===== src/rtl/apb3_master_arbiter_if.sv =====
// Requester command/response channels and APB3 master bus shared by the arbiter.
// The master modport is the arbiter side; the slave modport is the surrounding fabric.
interface apb3_master_arbiter_if #(
    parameter int NUM_REQ = 4,
    parameter int ADDR_W  = 32,
    parameter int DATA_W  = 32
);
    logic [NUM_REQ-1:0]        req_valid;
    logic [NUM_REQ-1:0]        req_ready;
    logic [NUM_REQ-1:0]        req_write;
    logic [NUM_REQ*ADDR_W-1:0] req_addr;
    logic [NUM_REQ*DATA_W-1:0] req_wdata;
    logic [NUM_REQ-1:0]        rsp_valid;
    logic [DATA_W-1:0]         rsp_rdata;
    logic                      rsp_slverr;
    logic                      rsp_timeout;
    logic                      PSEL;
    logic                      PENABLE;
    logic                      PWRITE;
    logic [ADDR_W-1:0]         PADDR;
    logic [DATA_W-1:0]         PWDATA;
    logic [DATA_W-1:0]         PRDATA;
    logic                      PREADY;
    logic                      PSLVERR;
    logic                      PCLKG;

    modport master (
        input  req_valid, req_write, req_addr, req_wdata,
        input  PRDATA, PREADY, PSLVERR,
        output req_ready, rsp_valid, rsp_rdata, rsp_slverr, rsp_timeout,
        output PSEL, PENABLE, PWRITE, PADDR, PWDATA, PCLKG
    );

    modport slave (
        output req_valid, req_write, req_addr, req_wdata,
        output PRDATA, PREADY, PSLVERR,
        input  req_ready, rsp_valid, rsp_rdata, rsp_slverr, rsp_timeout,
        input  PSEL, PENABLE, PWRITE, PADDR, PWDATA, PCLKG
    );
endinterface


===== src/rtl/apb3_master_arbiter.sv =====
// Round-robin arbiter sharing one APB3 master port between NUM_REQ requesters.
// Commands are accepted in IDLE or on the closing ACCESS cycle, giving
// back-to-back transfers; a watchdog aborts an ACCESS phase that never sees PREADY.
module apb3_master_arbiter #(
    parameter int NUM_REQ = 4,
    parameter int ADDR_W  = 32,
    parameter int DATA_W  = 32,
    parameter int TIMEOUT = 256
) (
    input  logic                  PCLK,
    input  logic                  PRESET,
    apb3_master_arbiter_if.master bus
);
    localparam int          IDX_W   = (NUM_REQ > 1) ? $clog2(NUM_REQ) : 1;
    localparam int          WD_W    = $clog2(TIMEOUT);
    localparam int unsigned NREQ_U  = NUM_REQ;
    localparam logic [WD_W-1:0] WD_LAST = WD_W'(TIMEOUT - 1);

    typedef enum logic [1:0] {IDLE, SETUP, ACCESS} state_t;

    state_t            state_q, state_d;
    logic [IDX_W-1:0]  ptr_q, ptr_d;
    logic [IDX_W-1:0]  gnt_q;
    logic [IDX_W-1:0]  win_idx, cand;
    logic              win_found;
    logic [WD_W-1:0]   wd_q, wd_d;
    logic              tmo, done, arb_point, accept;

    logic              pwrite_q;
    logic [ADDR_W-1:0] paddr_q;
    logic [DATA_W-1:0] pwdata_q;
    logic              psel_q, penable_q, pclkg_q;
    logic [NUM_REQ-1:0] rsp_valid_q;
    logic [DATA_W-1:0] rsp_rdata_q;
    logic              rsp_slverr_q, rsp_timeout_q;

    // Round-robin search from ptr_q and accept decision at each arbitration point
    always_comb begin
        tmo       = (state_q == ACCESS) && !bus.PREADY && (wd_q == WD_LAST);
        done      = (state_q == ACCESS) && (bus.PREADY || tmo);
        arb_point = !PRESET && ((state_q == IDLE) || done);
        win_found = 1'b0;
        win_idx   = '0;
        cand      = '0;
        for (int unsigned k = 0; k < NREQ_U; k++) begin
            cand = IDX_W'((32'(ptr_q) + k) % NREQ_U);
            if (!win_found && bus.req_valid[cand]) begin
                win_found = 1'b1;
                win_idx   = cand;
            end
        end
        accept        = arb_point && win_found;
        ptr_d         = IDX_W'((32'(win_idx) + 1) % NREQ_U);
        bus.req_ready = accept ? (NUM_REQ'(1) << win_idx) : '0;
    end

    // Next-state and watchdog update
    always_comb begin
        state_d = state_q;
        wd_d    = wd_q;
        case (state_q)
            IDLE:    if (accept) state_d = SETUP;
            SETUP:   state_d = ACCESS;
            ACCESS: begin
                if (done) state_d = accept ? SETUP : IDLE;
                else      wd_d    = wd_q + 1'b1;
            end
            default: state_d = IDLE;
        endcase
        if (state_d == SETUP) wd_d = '0;
    end

    // State, pointer and command capture on accept
    always_ff @(posedge PCLK or posedge PRESET) begin
        if (PRESET) begin
            state_q  <= IDLE;
            ptr_q    <= '0;
            wd_q     <= '0;
            gnt_q    <= '0;
            pwrite_q <= 1'b0;
            paddr_q  <= '0;
            pwdata_q <= '0;
        end else begin
            state_q <= state_d;
            wd_q    <= wd_d;
            if (accept) begin
                ptr_q    <= ptr_d;
                gnt_q    <= win_idx;
                pwrite_q <= bus.req_write[win_idx];
                paddr_q  <= bus.req_addr[32'(win_idx) * ADDR_W +: ADDR_W];
                pwdata_q <= bus.req_wdata[32'(win_idx) * DATA_W +: DATA_W];
            end
        end
    end

    // Registered APB control, clock-gate enable and one-cycle response pulse
    always_ff @(posedge PCLK or posedge PRESET) begin
        if (PRESET) begin
            psel_q        <= 1'b0;
            penable_q     <= 1'b0;
            pclkg_q       <= 1'b0;
            rsp_valid_q   <= '0;
            rsp_rdata_q   <= '0;
            rsp_slverr_q  <= 1'b0;
            rsp_timeout_q <= 1'b0;
        end else begin
            psel_q        <= (state_d != IDLE);
            penable_q     <= (state_d == ACCESS);
            pclkg_q       <= (state_d != IDLE);
            rsp_valid_q   <= done ? (NUM_REQ'(1) << gnt_q) : '0;
            rsp_rdata_q   <= (done && !tmo && !pwrite_q) ? bus.PRDATA : '0;
            rsp_slverr_q  <= done && (tmo || bus.PSLVERR);
            rsp_timeout_q <= tmo;
        end
    end

    assign bus.PSEL        = psel_q;
    assign bus.PENABLE     = penable_q;
    assign bus.PWRITE      = pwrite_q;
    assign bus.PADDR       = paddr_q;
    assign bus.PWDATA      = pwdata_q;
    assign bus.PCLKG       = pclkg_q;
    assign bus.rsp_valid   = rsp_valid_q;
    assign bus.rsp_rdata   = rsp_rdata_q;
    assign bus.rsp_slverr  = rsp_slverr_q;
    assign bus.rsp_timeout = rsp_timeout_q;
endmodule


===== src/flat_wrapper.sv =====
// flat-port wrapper written by rule: the top's interface ports become plain ports
module apb3_master_arbiter_flat 
#(
    parameter int NUM_REQ = 4,
    parameter int ADDR_W  = 32,
    parameter int DATA_W  = 32,
    parameter int TIMEOUT = 256
)
  (PCLK, PRESET, bus_req_valid, bus_req_write, bus_req_addr, bus_req_wdata, bus_PRDATA, bus_PREADY, bus_PSLVERR, bus_req_ready, bus_rsp_valid, bus_rsp_rdata, bus_rsp_slverr, bus_rsp_timeout, bus_PSEL, bus_PENABLE, bus_PWRITE, bus_PADDR, bus_PWDATA, bus_PCLKG);
  apb3_master_arbiter_if #(.NUM_REQ(NUM_REQ), .ADDR_W(ADDR_W), .DATA_W(DATA_W)) bus_i ();
  input  logic PCLK;
  input  logic PRESET;
  input wire logic [$bits(bus_i.req_valid)-1:0] bus_req_valid;
  input wire logic [$bits(bus_i.req_write)-1:0] bus_req_write;
  input wire logic [$bits(bus_i.req_addr)-1:0] bus_req_addr;
  input wire logic [$bits(bus_i.req_wdata)-1:0] bus_req_wdata;
  input wire logic [$bits(bus_i.PRDATA)-1:0] bus_PRDATA;
  input wire logic [$bits(bus_i.PREADY)-1:0] bus_PREADY;
  input wire logic [$bits(bus_i.PSLVERR)-1:0] bus_PSLVERR;
  output wire logic [$bits(bus_i.req_ready)-1:0] bus_req_ready;
  output wire logic [$bits(bus_i.rsp_valid)-1:0] bus_rsp_valid;
  output wire logic [$bits(bus_i.rsp_rdata)-1:0] bus_rsp_rdata;
  output wire logic [$bits(bus_i.rsp_slverr)-1:0] bus_rsp_slverr;
  output wire logic [$bits(bus_i.rsp_timeout)-1:0] bus_rsp_timeout;
  output wire logic [$bits(bus_i.PSEL)-1:0] bus_PSEL;
  output wire logic [$bits(bus_i.PENABLE)-1:0] bus_PENABLE;
  output wire logic [$bits(bus_i.PWRITE)-1:0] bus_PWRITE;
  output wire logic [$bits(bus_i.PADDR)-1:0] bus_PADDR;
  output wire logic [$bits(bus_i.PWDATA)-1:0] bus_PWDATA;
  output wire logic [$bits(bus_i.PCLKG)-1:0] bus_PCLKG;
  assign bus_i.req_valid = bus_req_valid;
  assign bus_i.req_write = bus_req_write;
  assign bus_i.req_addr = bus_req_addr;
  assign bus_i.req_wdata = bus_req_wdata;
  assign bus_i.PRDATA = bus_PRDATA;
  assign bus_i.PREADY = bus_PREADY;
  assign bus_i.PSLVERR = bus_PSLVERR;
  assign bus_req_ready = bus_i.req_ready;
  assign bus_rsp_valid = bus_i.rsp_valid;
  assign bus_rsp_rdata = bus_i.rsp_rdata;
  assign bus_rsp_slverr = bus_i.rsp_slverr;
  assign bus_rsp_timeout = bus_i.rsp_timeout;
  assign bus_PSEL = bus_i.PSEL;
  assign bus_PENABLE = bus_i.PENABLE;
  assign bus_PWRITE = bus_i.PWRITE;
  assign bus_PADDR = bus_i.PADDR;
  assign bus_PWDATA = bus_i.PWDATA;
  assign bus_PCLKG = bus_i.PCLKG;
  apb3_master_arbiter #(.NUM_REQ(NUM_REQ), .ADDR_W(ADDR_W), .DATA_W(DATA_W), .TIMEOUT(TIMEOUT)) u_core (.PCLK(PCLK), .PRESET(PRESET), .bus(bus_i));
endmodule

===== config.mk =====
export PLATFORM = sky130hd
export DESIGN_NAME = apb3_master_arbiter_flat
export DESIGN_NICKNAME = d
export VERILOG_FILES = /design/src/rtl/apb3_master_arbiter_if.sv /design/src/rtl/apb3_master_arbiter.sv /design/src/flat_wrapper.sv
export SDC_FILE = /design/constraint.sdc
export NUM_CORES = 1
export LEC_CHECK = 0
export ABC_AREA = 1
export CAP_MARGIN = 20
export CORE_MARGIN = 8
export CORE_UTILIZATION = 36
export CTS_BUF_LIST = sky130_fd_sc_hd__clkbuf_4 sky130_fd_sc_hd__clkbuf_8 sky130_fd_sc_hd__clkbuf_16
export DETAILED_ROUTE_END_ITERATION = 8
export GPL_ROUTABILITY_DRIVEN = 0
export HOLD_SLACK_MARGIN = 0.06
export PLACE_DENSITY = 0.84
export SLEW_MARGIN = 20
export SYNTH_ARGS = -nofsm -noshare
export SYNTH_HDL_FRONTEND = slang
export SYNTH_SLANG_ARGS = --single-unit

===== constraint.sdc =====
create_clock -name PCLK -period 4.3 [get_ports PCLK]
set_input_delay 1.29 -clock PCLK [delete_from_list [all_inputs] [get_ports PCLK]]
set_output_delay 1.29 -clock PCLK [all_outputs]
set_load 0.01 [all_outputs]

; ---- Yosys cells after proc, flatten, opt, wreduce, memory -nomap -nowiden
; Index checks and enable logic that the tools add are counted.
[word_totals]
ff_bits = 119
in_bits = 300
elab_cells = 86
[op_classes]
add_sub_neg = 5
order_cmp = 5
n_eq_ne = 6
shifts = 4
muxes = 28
reduce_logical = 25
[ops]
columns = cell, count
row1 = variable part select 128 x 8 -> 32 bit, 2
row2 = 2-to-1 mux 32 bit, 1
row3 = 2-to-1 mux 8 bit, 3
row4 = < comparator 2 x 3 -> 1 bit (second input constant), 5
row5 = 2-to-1 mux 2 bit, 6
row6 = logical AND 1 bit, 11
row7 = binary-select mux 1 bit (select 2 bit), 5
row8 = 2-to-1 mux 1 bit, 10
row9 = adder 8 x 1 -> 8 bit (second input constant), 1
row10 = == test 8 bit (second input constant), 1
row11 = 2-to-1 mux 4 bit, 2
row12 = left shift 1 x 2 -> 4 bit (first input constant), 2
row13 = logical NOT 1 bit, 7
row14 = one-hot mux 2 bit (3 select lines), 1
row15 = adder 2 x 1 -> 2 bit (second input constant), 2
row16 = adder 2 bit (second input constant), 2
row17 = == test 2 x 1 -> 1 bit (second input constant), 2
row18 = == test 2 bit (second input constant), 2
row19 = nonzero test 2 bit, 2
row20 = logical OR 1 bit, 3
row21 = logical NOT 2 bit, 1
row22 = != test 2 bit (second input constant), 1
row23 = AND reduction 2 bit, 1

; ---- Depth between registers and ports, before layout
; Gate-level depths: netlist of run 1.
[depth]
ltp_word = 19
mapped_depth = 16

; ---- Worst setup path before layout of run 1
; Ideal clock, no wire load.
[synth_timing]
path_kind = input to output
startpoint = input bus_req_valid[3]
endpoint = output bus_req_ready[1]
arrival_ns = 2.690
required_time_ns = 3.010
slack_ns = 0.320
stages = 14
cell_sequence = inv_1 nand2_1 nand3_1 nand2_2 nor2_4 nand3_2 nand2_4 nand2_4 buf_6 inv_4 buf_6 ha_1 inv_1 nor2_1
[synth_via]
elab_chain_cells = 14
elab_cells_between_ends = 25
classes_between = shift (1) / mux (17) / reduce/logical (7)
[synth_lines]
columns = element, line_no
row1 = from (decl), flat_wrapper.sv:13  ; input wire logic [$bits(bus_i.req_valid)-1:0] bus_req_valid;
row2 = binary-select mux 1 bit (select 2 bit), apb3_master_arbiter.sv:47  ; if (!win_found && bus.req_valid[cand]) begin
row3 = 2-to-1 mux 1 bit (implied by the code), apb3_master_arbiter.sv:47
row4 = 2-to-1 mux 1 bit, apb3_master_arbiter.sv:47
row5 = logical NOT 1 bit, apb3_master_arbiter.sv:47
row6 = logical AND 1 bit, apb3_master_arbiter.sv:47
row7 = 2-to-1 mux 1 bit, apb3_master_arbiter.sv:47
row8 = logical NOT 1 bit, apb3_master_arbiter.sv:47
row9 = logical AND 1 bit, apb3_master_arbiter.sv:47
row10 = 2-to-1 mux 1 bit, apb3_master_arbiter.sv:47
row11 = logical NOT 1 bit, apb3_master_arbiter.sv:47
row12 = logical AND 1 bit, apb3_master_arbiter.sv:47
row13 = 2-to-1 mux 2 bit *, apb3_master_arbiter.sv:47
row14 = net u_core.win_idx[0], apb3_master_arbiter.sv:24  ; logic [IDX_W-1:0] win_idx, cand;
row15 = left shift 1 x 2 -> 4 bit *, apb3_master_arbiter.sv:54  ; bus.req_ready = accept ? (NUM_REQ'(1) << win_idx) : '0;
row16 = 2-to-1 mux 4 bit *, apb3_master_arbiter.sv:54
row17 = to (decl), flat_wrapper.sv:20  ; output wire logic [$bits(bus_i.req_ready)-1:0] bus_req_ready;
; The timed path passes the listed nets; every way through them passes the cells marked *. The select of a mux whose other input is x is not followed.

; ---- Worst setup path after layout of run 1
[layout_timing]
startpoint = input bus_req_valid[1]
endpoint = output bus_req_ready[1]
[layout_via]
elab_chain_cells = 14
elab_cells_between_ends = 25
classes_between = shift (1) / mux (17) / reduce/logical (7)
[layout_lines]
columns = element, line_no
row1 = binary-select mux 1 bit (select 2 bit), apb3_master_arbiter.sv:47
row2 = 2-to-1 mux 1 bit (implied by the code), apb3_master_arbiter.sv:47
row3 = 2-to-1 mux 1 bit, apb3_master_arbiter.sv:47
row4 = logical NOT 1 bit, apb3_master_arbiter.sv:47
row5 = logical AND 1 bit, apb3_master_arbiter.sv:47
row6 = 2-to-1 mux 1 bit, apb3_master_arbiter.sv:47
row7 = logical NOT 1 bit, apb3_master_arbiter.sv:47
row8 = logical AND 1 bit, apb3_master_arbiter.sv:47
row9 = 2-to-1 mux 1 bit, apb3_master_arbiter.sv:47
row10 = logical NOT 1 bit, apb3_master_arbiter.sv:47
row11 = logical AND 1 bit, apb3_master_arbiter.sv:47
row12 = 2-to-1 mux 2 bit / 2-to-1 mux 1 bit (equally long branches), apb3_master_arbiter.sv:47
row13 = left shift 1 x 2 -> 4 bit / logical AND 1 bit (equally long branches), "apb3_master_arbiter.sv:54, apb3_master_arbiter.sv:52"
row14 = 2-to-1 mux 4 bit *, apb3_master_arbiter.sv:54
; Every way passes the cells marked *; elsewhere a longest branch is shown, timed or not. The select of a mux whose other input is x is not followed.

==> out/results.ini, run 1 <==
[timing]
whs_ps=459
hold_viol=0
tightest_slew_ps=840
finalCritPeriodShare_pct=94.7
slew_viol_final=0
rsz0062_at_grt=false
timing.fmax_mhz=246
relSlewSlack_pct=44.0
finalSetupTns_ps=0
setup_violations=0
fin_worst_skew_ps=9.04
fin_crit_ps=4070

[finish]
layout.nets=1798
seq_area_sq_um=2980
drive_gt1_share_pct=8.31
syn2layout_area_growth_pct=68.1
fin_cells=1775
n_fill_cell=1710
num_antenna_cells=0
multiInputGateArea_sq_um=3400

[pwr]
ir_worst_vdd_mv=0.529
p_leak_uw=0.00625
p_per_area_nw_per_um2=696
power.total_uw=8570

[cts]
clock_tree.buffer_depth=2
clk_latency_ps=410
cts_sinks=119
tritoncts=done
cts-root-buf=clkbuf_16
h-tree-depth=4
numCtsBuffers=17
cts_hold_buf=0
cts.clk_slew.worst_paths_ps=50

[critical_path]
path_max_fanout=7
timing.rr.start=u_core.ptr_q[0]$_DFFE_PP0P_
cp-startpoint=bus_req_valid[1]
crit_type=primary input to output pin
end_kind=output pin
cp_cell_sequence=dlymetal6s2s_1 > inv_2 > nand2_2 > nand3_4 > nand2_4 > nor2_4 > nand3_4 > nand2_4 > nand2_8 > inv_6 > ha_1 > inv_1 > nor2_2 > buf_2
cp_top_family=simple AND/OR/NAND/NOR gates
cp.arrival_ps=2780
start_kind=primary input
cpMaxStageDelayCell=nor2_4
critical_path_required_ps=3010
slowest_delay_ps=160
critPathBufInv=5

[route]
via_per_inst=4.67
wl_mm=28.6
dr.pass1.iters=7
drc=0
num_vias=8290
first_iter_violations=464
postRouteAntennaNets=0
wl_per_cell_um=16.1

[yosys]
syn_nets=1404
synth_top_area_share_pct=40.6
synth_area_leader_cell=dfrtp_1
ys_warn_count=0
synth_cell_type_count=29
post_synth_and_or_nand_nor_area_fraction_pct=43.0
synth_area_per_cell_sq_um=6.67
synthTopCellsByArea=dfrtp_1 41%, nand2_1 21%, nand3_1 11%
synth.area.mux_share_pct=0
synth.cell_area_sq_um=7330
ys_seq_area_share_pct=40.6
post_synth_fa_ha_maj_area_fraction_pct=0.854
synthCells=1099
synth_top_family_by_area=simple AND/OR/NAND/NOR gates
synth_compound_area_share_pct=0.939
ys_seq_elements=119
synth_xor_area_share_pct=0.239

[grt]
grt_pass1_wl_mm=43.2
antenna_found_initial=0
grt.overflow.total=0
grtUsageTotal_pct=22.0
grt_max_degree=94
grt_pass1_vias=8455

[outcome]
status=completed

[floorplanning]
rows=52
ioPinCount=410
coreArea_sq_um=20100
die_y_um=159
die_width_um=159
start_util_pct=36.4
fp.dieArea_sq_um=25200

[job]
max_cap_violations=0

[placed_design]
hpwl_mm=21.8
placed_cells=1740
port_buffers=409

[min_path]
hp-start=u_core.gnt_q[1]$_DFFE_PP0P_
hold_path_class=flip-flop to flip-flop

what timing repair did:
item | 4_1_cts | 5_1_grt
setup buffers | 2 | 2
pin swaps | 5 | 10
resized for setup | 24 | 24
endpoints found under the setup margin | 4 | 4
state kept, by name (all words and copies together) (netlist names):
| register | count |
|---|---|
| u_core.bus.PENABLE | 1 |
| u_core.bus.rsp_slverr | 1 |
| u_core.bus.PWRITE | 1 |
| u_core.state_q | 2 |
| u_core.gnt_q | 2 |
| u_core.bus.rsp_timeout | 1 |
| u_core.bus.rsp_rdata | 32 |
| u_core.bus.PADDR | 32 |
| u_core.bus.rsp_valid | 4 |
| u_core.bus.PSEL | 1 |
| u_core.wd_q | 8 |
| u_core.bus.PWDATA | 32 |
| u_core.ptr_q | 2 |
stage by stage:
step | util [%] | worst slack [ps] | area, sq um
CTS | 60.9 | -51.0 | 12200
finish | 61.3 | 230 | 12300
floorplan | - | 320 | 7330
global placement | 57.6 | -431 | 11600
detailed placement | 57.7 | -547 | 11600
global route | 61.3 | 111 | 12300
final cells by class:
type	instances	area share, %
Clock inverter	14	1.43
Inverter	189	5.85
Sequential cell	119	24.2
Timing Repair Buffer	431	34.7
Tap cell	270	2.74
Clock buffer	17	3.45
Multi-Input combinational cell	735	27.6
cell usage after synthesis (all sizes together):
library cell	count
nand3b	14
dfrtp	119
nand2	410
a21oi	6
nand3	168
or2	52
buf	43
nor3	10
nor2	58
clkbuf	13
a31oi	1
o21bai	1
inv	189
ha	5
nand4	3
o21ai	5
xor2	2
cell families (layout without fill, tap and decap cells):
group                    Yosys count  count (layout)
adder cells (fa/ha/maj)            5               5
flip-flops                       119             119
buffers and inverters            245             651
XOR/XNOR                           2               2
AO/OA/AOI/OAI                     13              13
AND/OR/NAND/NOR                  715             715
path summary, 6_finish.rpt:
path,endpoint,slack [ps],cells past startpoint
max,bus_req_ready[1],230,14
min,u_core.bus.rsp_valid[1]$_DFF_PP0_,460,1
max reg2reg,u_core.bus.PADDR[1]$_DFFE_PP0P_,950,13
min reg2reg,u_core.bus.rsp_valid[1]$_DFF_PP0_,460,1
max in group asynchronous,u_core.bus.PWDATA[11]$_DFFE_PP0P_,2290,3
min in group asynchronous,u_core.ptr_q[0]$_DFFE_PP0P_,1250,2
power by group:
part	switching [uW]	internal, uW
combinational	3190	2160
sequential	239	1520
clock	539	914
total	3970	4600
cells in the final DEF (no fill, tap or decap), types with 2 or more instances in the layout:
cell and n:
or2_2 32, nor2_4 3, o21ai_0 4, ha_1 5
clkinvlp_4 2, nand4_1 3, nand3b_1 14, nand3_1 163
buf_12 2, nand3_4 4, inv_6 2, buf_2 4
nor2_2 3, clkbuf_16 17, buf_4 20, nor2_1 52
nand2_1 397, nor3_1 10, dfrtp_1 119, inv_1 179
a21oi_1 5, xor2_1 2, inv_2 7, clkdlybuf4s50_1 401
dlymetal6s2s_1 4, clkinv_2 3, or2_0 19, nand2_2 8
nand2_4 4, clkinv_4 5, bufinv_16 3
routing by layer:
metal / up-vias / routed length [um] / global-route usage [%]
met5: - / 0 / 0
met4: 0 / 1190 / 10.0
met3: 82 / 2800 / 7.82
met2: 396 / 14200 / 37.7
met1: 3730 / 10400 / 24.2
li1: 4082 / - / -
Power figures use the tool's default switching activity.
==> run 2, diff against run 1 <==
- CTS_BUF_LIST: sky130_fd_sc_hd__clkbuf_4 sky130_fd_sc_hd__clkbuf_8 sky130_fd_sc_hd__clkbuf_16 -> sky130_fd_sc_hd__clkbuf_16
==> results of run 2 <==
No change in the layout: final DEF, timing and power equal those of run 1.
